<file path="src/rtl/pipe_hazard_ctrl.sv">
// pipe_hazard_ctrl: stall/flush/forward control and data-memory wait-state sequencing for the 5-stage MIPS pipeline
module pipe_hazard_ctrl #(
  parameter int MEM_TIMEOUT = 16,
  parameter int CNT_W = 8
) (
  input  logic       clk,
  input  logic       reset,
  input  logic [4:0] RsD,
  input  logic [4:0] RtD,
  input  logic [4:0] RsE,
  input  logic [4:0] RtE,
  input  logic [4:0] WriteReg_EX,
  input  logic [4:0] WriteReg_MEM,
  input  logic [4:0] WriteReg_WB,
  input  logic       RegWrite_EX,
  input  logic       RegWrite_MEM,
  input  logic       RegWrite_WB,
  input  logic       MemToReg_EX,
  input  logic       MemToReg_MEM,
  input  logic       MemWrite_MEM,
  input  logic       Branch_D,
  input  logic       PCSrc_D,
  input  logic       mem_ready,
  output logic       Stall_IF,
  output logic       Stall_ID,
  output logic       Flush_ID,
  output logic       Flush_EX,
  output logic       Hold_EX,
  output logic       Hold_MEM,
  output logic       Flush_WB,
  output logic [1:0] ForwardAE,
  output logic [1:0] ForwardBE,
  output logic       ForwardAD,
  output logic       ForwardBD,
  output logic       mem_req,
  output logic       mem_err,
  output logic       mem_busy
);
  typedef enum logic {IDLE, WAIT} state_t;
  state_t state;
  logic [CNT_W-1:0] cnt;
  logic lwstall, brstall, memop, timeout_hit, memstall, hz;
  // register 0 is hardwired, so a write to it never creates a dependency
  function automatic logic hit(input logic [4:0] w, input logic [4:0] r);
    return (w != 5'd0) && (w == r);
  endfunction
  always_comb begin
    ForwardAE = (RegWrite_MEM && hit(WriteReg_MEM, RsE)) ? 2'b10 :
                (RegWrite_WB && hit(WriteReg_WB, RsE)) ? 2'b01 : 2'b00;
    ForwardBE = (RegWrite_MEM && hit(WriteReg_MEM, RtE)) ? 2'b10 :
                (RegWrite_WB && hit(WriteReg_WB, RtE)) ? 2'b01 : 2'b00;
    ForwardAD = RegWrite_MEM && hit(WriteReg_MEM, RsD);
    ForwardBD = RegWrite_MEM && hit(WriteReg_MEM, RtD);
    lwstall = MemToReg_EX && (hit(WriteReg_EX, RsD) || hit(WriteReg_EX, RtD));
    brstall = Branch_D && ((RegWrite_EX && (hit(WriteReg_EX, RsD) || hit(WriteReg_EX, RtD))) ||
                           (MemToReg_MEM && (hit(WriteReg_MEM, RsD) || hit(WriteReg_MEM, RtD))));
    memop = MemToReg_MEM || MemWrite_MEM;
    timeout_hit = (state == WAIT) && (cnt == CNT_W'(MEM_TIMEOUT));
    memstall = memop && !mem_ready && !timeout_hit;
    hz = lwstall || brstall;
    // a memory stall freezes everything upstream, so it overrides the other hazards
    Stall_IF = memstall || hz;
    Stall_ID = memstall || hz;
    Flush_EX = !memstall && hz;
    Flush_ID = !memstall && PCSrc_D && !hz;
    Hold_EX = memstall;
    Hold_MEM = memstall;
    Flush_WB = memstall;
    mem_req = (state == WAIT) || memop;
    mem_busy = (state == WAIT);
  end
  always_ff @(posedge clk) begin
    if (reset) begin
      state <= IDLE;
      cnt <= '0;
      mem_err <= 1'b0;
    end else if (state == IDLE) begin
      if (memop && !mem_ready) begin
        state <= WAIT;
        cnt <= CNT_W'(1);
      end
    end else if (mem_ready || timeout_hit) begin
      state <= IDLE;
      cnt <= '0;
      if (!mem_ready) mem_err <= 1'b1;
    end else begin
      cnt <= cnt + 1'b1;
    end
  end
endmodule

</file>
<file path="config.mk">
export PLATFORM = sky130hd
export DESIGN_NAME = pipe_hazard_ctrl
export DESIGN_NICKNAME = d
export VERILOG_FILES = /design/src/rtl/pipe_hazard_ctrl.sv
export SDC_FILE = /design/constraint.sdc
export NUM_CORES = 1
export LEC_CHECK = 0
export ABC_AREA = 1
export BUFFER_PORTS_ARGS = -buffer_cell sky130_fd_sc_hd__buf_4
export CAP_MARGIN = 20
export CELL_PAD_IN_SITES_DETAIL_PLACEMENT = 2
export CELL_PAD_IN_SITES_GLOBAL_PLACEMENT = 2
export CORE_UTILIZATION = 25
export CTS_BUF_LIST = sky130_fd_sc_hd__clkbuf_8
export CTS_CLUSTER_SIZE = 20
export DETAILED_ROUTE_END_ITERATION = 8
export PLACE_DENSITY_LB_ADDON = 0.1
export SLEW_MARGIN = 20
export SYNTH_ARGS = -nofsm -noshare
export SYNTH_HDL_FRONTEND = slang
export SYNTH_SLANG_ARGS = --single-unit
</file>
<file path="constraint.sdc">
create_clock -name clk -period 1.78 [get_ports clk]
set_input_delay 0.178 -clock clk [delete_from_list [all_inputs] [get_ports clk]]
set_output_delay 0.178 -clock clk [all_outputs]
set_load 0.02 [all_outputs]
</file>
# ---- Word-level counts from Yosys, hierarchy flattened
# Index checks and enable logic that the tools add are counted.
# W data, S select, Z words.
dict set report word_totals {
  mem_count 0
  out_inout_bits 16
  register_bits 10
  wordCells 65
  latchBits 0
  mem_bits_ro 0
  in_bits 46
  ramBits 0
}
dict set report classes {
  n_mux 10
  addsub 1
  shift 0
  eq_ne 9
  mul 0
  n_div 0
  order_cmp 0
  reduce_logical 41
  bitwise 1
}
# cell n
set ops {}
lappend ops {{$eq A5 B5 Y1} 8}
lappend ops {{$logic_and A1 B1 Y1} 24}
lappend ops {{$mux W8} 3}
lappend ops {{$reduce_bool A5 Y1} 3}
lappend ops {{$add A8 B1 Y8 const B} 1}
lappend ops {{$eq A8 B5 Y1 const B} 1}
lappend ops {{$logic_or A1 B1 Y1} 8}
lappend ops {{$mux W1} 5}
lappend ops {{$logic_not A1 Y1} 4}
lappend ops {{$mux W2} 2}
lappend ops {{$reduce_and A3 Y1} 1}
lappend ops {{$reduce_bool A2 Y1} 1}
lappend ops {{$not A1 Y1} 1}

# ---- Logic depth before layout (Yosys ltp)
dict set report logic_depth {
  depth_word 9
  depth_mapped 10
  ltp_nobuf 10
}

# ---- Worst setup path before layout
# No wires, ideal clock.
dict set report synth_path {
  path_type {flip-flop to output port}
  startpoint {register state, in the netlist mem_busy}
  endpoint {output port Stall_IF}
  t_arrival_ns 1.349
  n_path_buf 1
  path_slack_ns 0.253
  path_stages_with_launch 7
  t_required_ns 1.602
  path_cell_list {dfxtp_1 > inv_2 > nor2_1 > nand4_1 > nand2_1 > nand3_1 > buf_4}
}
dict set report synth_via {
  elab_chain_len 4
}
# element line
set synth_lines {}
lappend synth_lines {{from (decl)} 40} ;# state_t state;
lappend synth_lines {{from (signal assigned)} 74} ;# state <= IDLE;
lappend synth_lines {{from (signal assigned)} 79} ;# state <= WAIT;
lappend synth_lines {{from (signal assigned)} 83} ;# state <= IDLE;
lappend synth_lines {{$logic_and A1 B1 Y1} 58} ;# timeout_hit = (state == WAIT) && (cnt == CNT_W'(MEM_TIMEOUT));
lappend synth_lines {{$logic_not A1 Y1} 59} ;# memstall = memop && !mem_ready && !timeout_hit;
lappend synth_lines {{$logic_and A1 B1 Y1} 59}
lappend synth_lines {{$logic_or A1 B1 Y1} --}
lappend synth_lines {{to (decl)} 24} ;# output logic Stall_IF,
# No other way between the ends.

# ---- Final worst setup path
dict set report layout_path {
  startpoint {register cnt[5]}
  endpoint {output port Flush_EX}
}
dict set report layout_via {
  elab_chain_len 6
}
# element line
set layout_lines {}
lappend layout_lines {{from (decl)} 41} ;# logic [CNT_W-1:0] cnt;
lappend layout_lines {{from (signal assigned)} 87} ;# cnt <= cnt + 1'b1;
lappend layout_lines {{$eq A8 B5 Y1} 58}
lappend layout_lines {{$logic_and A1 B1 Y1} 58}
lappend layout_lines {{$logic_not A1 Y1} 59}
lappend layout_lines {{$logic_and A1 B1 Y1} 59}
lappend layout_lines {{$logic_not A1 Y1} 64} ;# Flush_EX = !memstall && hz;
lappend layout_lines {{$logic_and A1 B1 Y1} 64}
lappend layout_lines {{to (decl)} 27} ;# output logic Flush_EX,
# No other way between the ends.

==> impl_results.md <==
* Initial core utilization at 26.2%
* CP endpoint kind: output port
* Internal at 0.000585 W
* Antenna fix cells at 0
* Simple-gate area share of the yosys netlist at between 40% and 50%
* CTS Root Cell: clkbuf_8
* Crit path max fanout at 4
* Final HPWL DP at 4000 um
* Boundary Pins at between 60 and 70
* DR pass1 iterations at 4
* Vias in the first global route at between 1,500 and 2,000
* Max Buffers Root-to-Sink at 2
* Maximum clock rate at 605 MHz
* Clock Skew at between 6 and 7 ps
* Final Critical Period at 1650 ps
* Final Power at about 0.00088 W
* Clock Sinks at 10
* CTS H-tree depth at 1
* Seq pwr share at about a quarter
* # port buffers at 61
* Vias per inst at 4.51
* Post-synthesis compound-gate area fraction at 13.1%
* Post-synthesis sequential element count at 10
* Worst reg-to-reg path cell count at 8
* Hold Path Class: input pin to flip-flop
* Top-area cell type share of the netlist area at between 10% and 20%
* GPL Wtd Cong at ~0.7
* Largest family of logic cells by synthesized area: simple AND/OR/NAND/NOR gates
* # Max-Cap Violations at 0
* Hold_buf cts at 0
* Critical path type: flip-flop to output port
* Mean Syn Cell Area at about 5.8 um^2
* Switching power at slightly below 0.0003 W
* Dpl ws at 345 ps
* Fillers at approximately 670
* Worst EP arrival at around 1500 ps
* Total Routing Usage GR at about 17%
* Clock share of power at between 30% and 40%
* Width of the die at about 76 um
* Least-Margin Pin Slew at around 300 ps
* Synth area leaders: nand2_1 17%, dfxtp_1 15%, nor2_1 8.9%, xor2_1 7.8%, inv_1 7.5%
* CTS tree: yes
* Layout area overhead at 42.0%
* Unique cell type count in the Yosys netlist at 30
* Final hold violations at 0
* Sw Share at 33.3%
* Mapped Area at between 1000 and 1500 um^2
* Fin nets at 345
* Synth area leader: nand2_1
* RSZ-0062 raised after global routing: no
* Synthesized-area fraction occupied by adder cells at between 1.5 and 2%
* XOR/XNOR Fraction of Synth Area at between 10% and 20%
* Worst slew margin at about four fifths
* Total number of vias at about 1,600
* Core Rows at 26
* Status: finished clean
* Routed length per placed instance at between 10 and 15 um
* Post-synthesis sequential area ratio at between 10% and 20%
* Critical Path Start Type: flip-flop
* Core area at 5170 um^2
* Pin count of the biggest net entering global routing at 8
* Proportion of synthesized area in mux cells at 0%
* Hold Path Stages at 2
* Fin crit share at a little over 90%
* Syn Nets at 283
* Initial antenna violation count at 0
* DRC viols at 0
* Yosys Warn Count at 0
* Setup TNS at 0 ps
* Pwr/cell area at roughly 460 nW/um^2
* Leakage power at just under 1 nW
* Num CTS Buffers at 3
* Peak VDD IR at between 0.3 and 0.4 mV
* Setup ws final at about 130 ps
* Antenna-violating nets left at 0
* Die height at approximately 76 um
* Post-Syn Instances at about 240
* GRT overflow at 0
* Share of layout cells above drive strength 1 at between 30% and 40%
* Final Setup Violations at 0
* Required time worst endpoint at approximately 1600 ps
* First-pass GRT wire length at 7290 um
* Clock-pin transition on the worst setup and hold timing paths at roughly 50 ps
* Max Slew Vio Count at 0
* Full die area at roughly 5700 um^2
* Initial DRC Count at 20
* Gate power share at 40.1%
* Total wire length at around 4600 um
* Clk Latency, worst-skew pair at between 200 and 250 ps
==> final cells by class <==
type	instances	area, um^2	area share (%)
clock buffers	4	55.1	2.86
well taps	70	87.6	4.55
inverters	42	158	8.19
repair buffers	63	473	24.6
multi-input cells	177	950	49.3
flip-flops and latches	10	201	10.5
==> synth_stat cells (all sizes together) <==
| cell | number |
|---|---|
| nand3 | 16 |
| xor2 | 12 |
| nor2 | 36 |
| inv | 41 |
| ha | 2 |
| o21ai | 4 |
| or2 | 2 |
| a211oi | 4 |
| o22ai | 4 |
| buf | 6 |
| clkinv | 1 |
| nor3 | 5 |
| nand2 | 67 |
| o21a | 3 |
| o21bai | 1 |
| dfxtp | 10 |
| a21oi | 13 |
| nand4 | 1 |
| xnor2 | 7 |
==> per-layer routing <==
metal	GRT usage (%)	routed length, um	vias up
met5	0	0	-
met4	0.617	0	0
met3	3.31	223	0
met2	30.8	2320	44
met1	21.7	2090	761
li1	-	-	844
==> cells by family after synthesis <==
logic type,Yosys count
AOI/OAI and AO/OA,29
xor gates and xnor gates,19
adders and majority gates,2
buffers and inverters,48
DFF,10
and+or+nand+nor,127
==> path summary, 6_finish.rpt <==
kind,start,to,slack [ps]
worst min register to register,cnt[6],cnt[6],490
worst min-delay path,reset,cnt[1],140
worst max-delay path,cnt[5],Flush_EX,130
worst max register to register,cnt[1],cnt[1],350
==> critical path, cell delays in order (launching register included) <==
cell,delay [ps]
dfxtp_1,330
inv_2,60
nand2_1,50
nor2_2,140
nand4_1,190
nand2_2,150
inv_2,60
a21oi_2,100
buf_4,150
==> power by group through the flow <==
stage	logic [W]	clock network (W)	registers, W
floorplan	0.000194	0	0.000239
global placement	0.000351	0	0.000238
detailed placement	0.000356	0	0.000239
CTS	0.000360	0.000295	0.000234
global route	0.000393	0.000310	0.000235
finish	0.000352	0.000291	0.000235
==> per-stage QoR <==
stage / hold slack, ps / util [%] / cell area [um^2] / std cells
2_1_floorplan: 247 / - / 1360 / 235
3_3_place_gp: 385 / 35.7 / 1850 / 360
3_5_place_dp: 389 / 35.7 / 1850 / 360
4_1_cts: 140 / 36.8 / 1900 / 364
5_1_grt: 152 / 37.2 / 1920 / 366
6_report: 139 / 37.2 / 1920 / 366
==> sequential cells by signal, indices dropped and copies added (netlist names) <==
register  cells
mem_err       1
cnt           8
mem_busy      1
==> cells in the final DEF, fill, tap and decap left out <==
master / instances
nor2_2: 4
dfxtp_2: 1
nor2_4: 1
xnor2_2: 1
nor2_1: 31
nand4_1: 1
nand2_2: 7
xnor2_1: 6
xor2_1: 12
or2_0: 2
o21a_1: 3
nand3_2: 2
inv_2: 15
dfxtp_1: 9
inv_1: 26
a21oi_1: 11
o21ai_0: 3
o22ai_1: 4
buf_4: 63
a211oi_1: 4
ha_1: 2
o21bai_1: 1
nor3_1: 3
clkinv_1: 1
nand2_1: 59
nand3_1: 14
a21oi_2: 2
o21ai_1: 1
clkbuf_8: 4
nand2_4: 1
nor3_2: 2
==> repair_timing <==
| item | in CTS | in global routing |
|---|---|---|
| gates resized for setup | 0 | 4 |
| setup buffers | 0 | 2 |
| endpoints found under the setup margin | 0 | 7 |
Note: power is estimated with default switching activity, not from simulation.
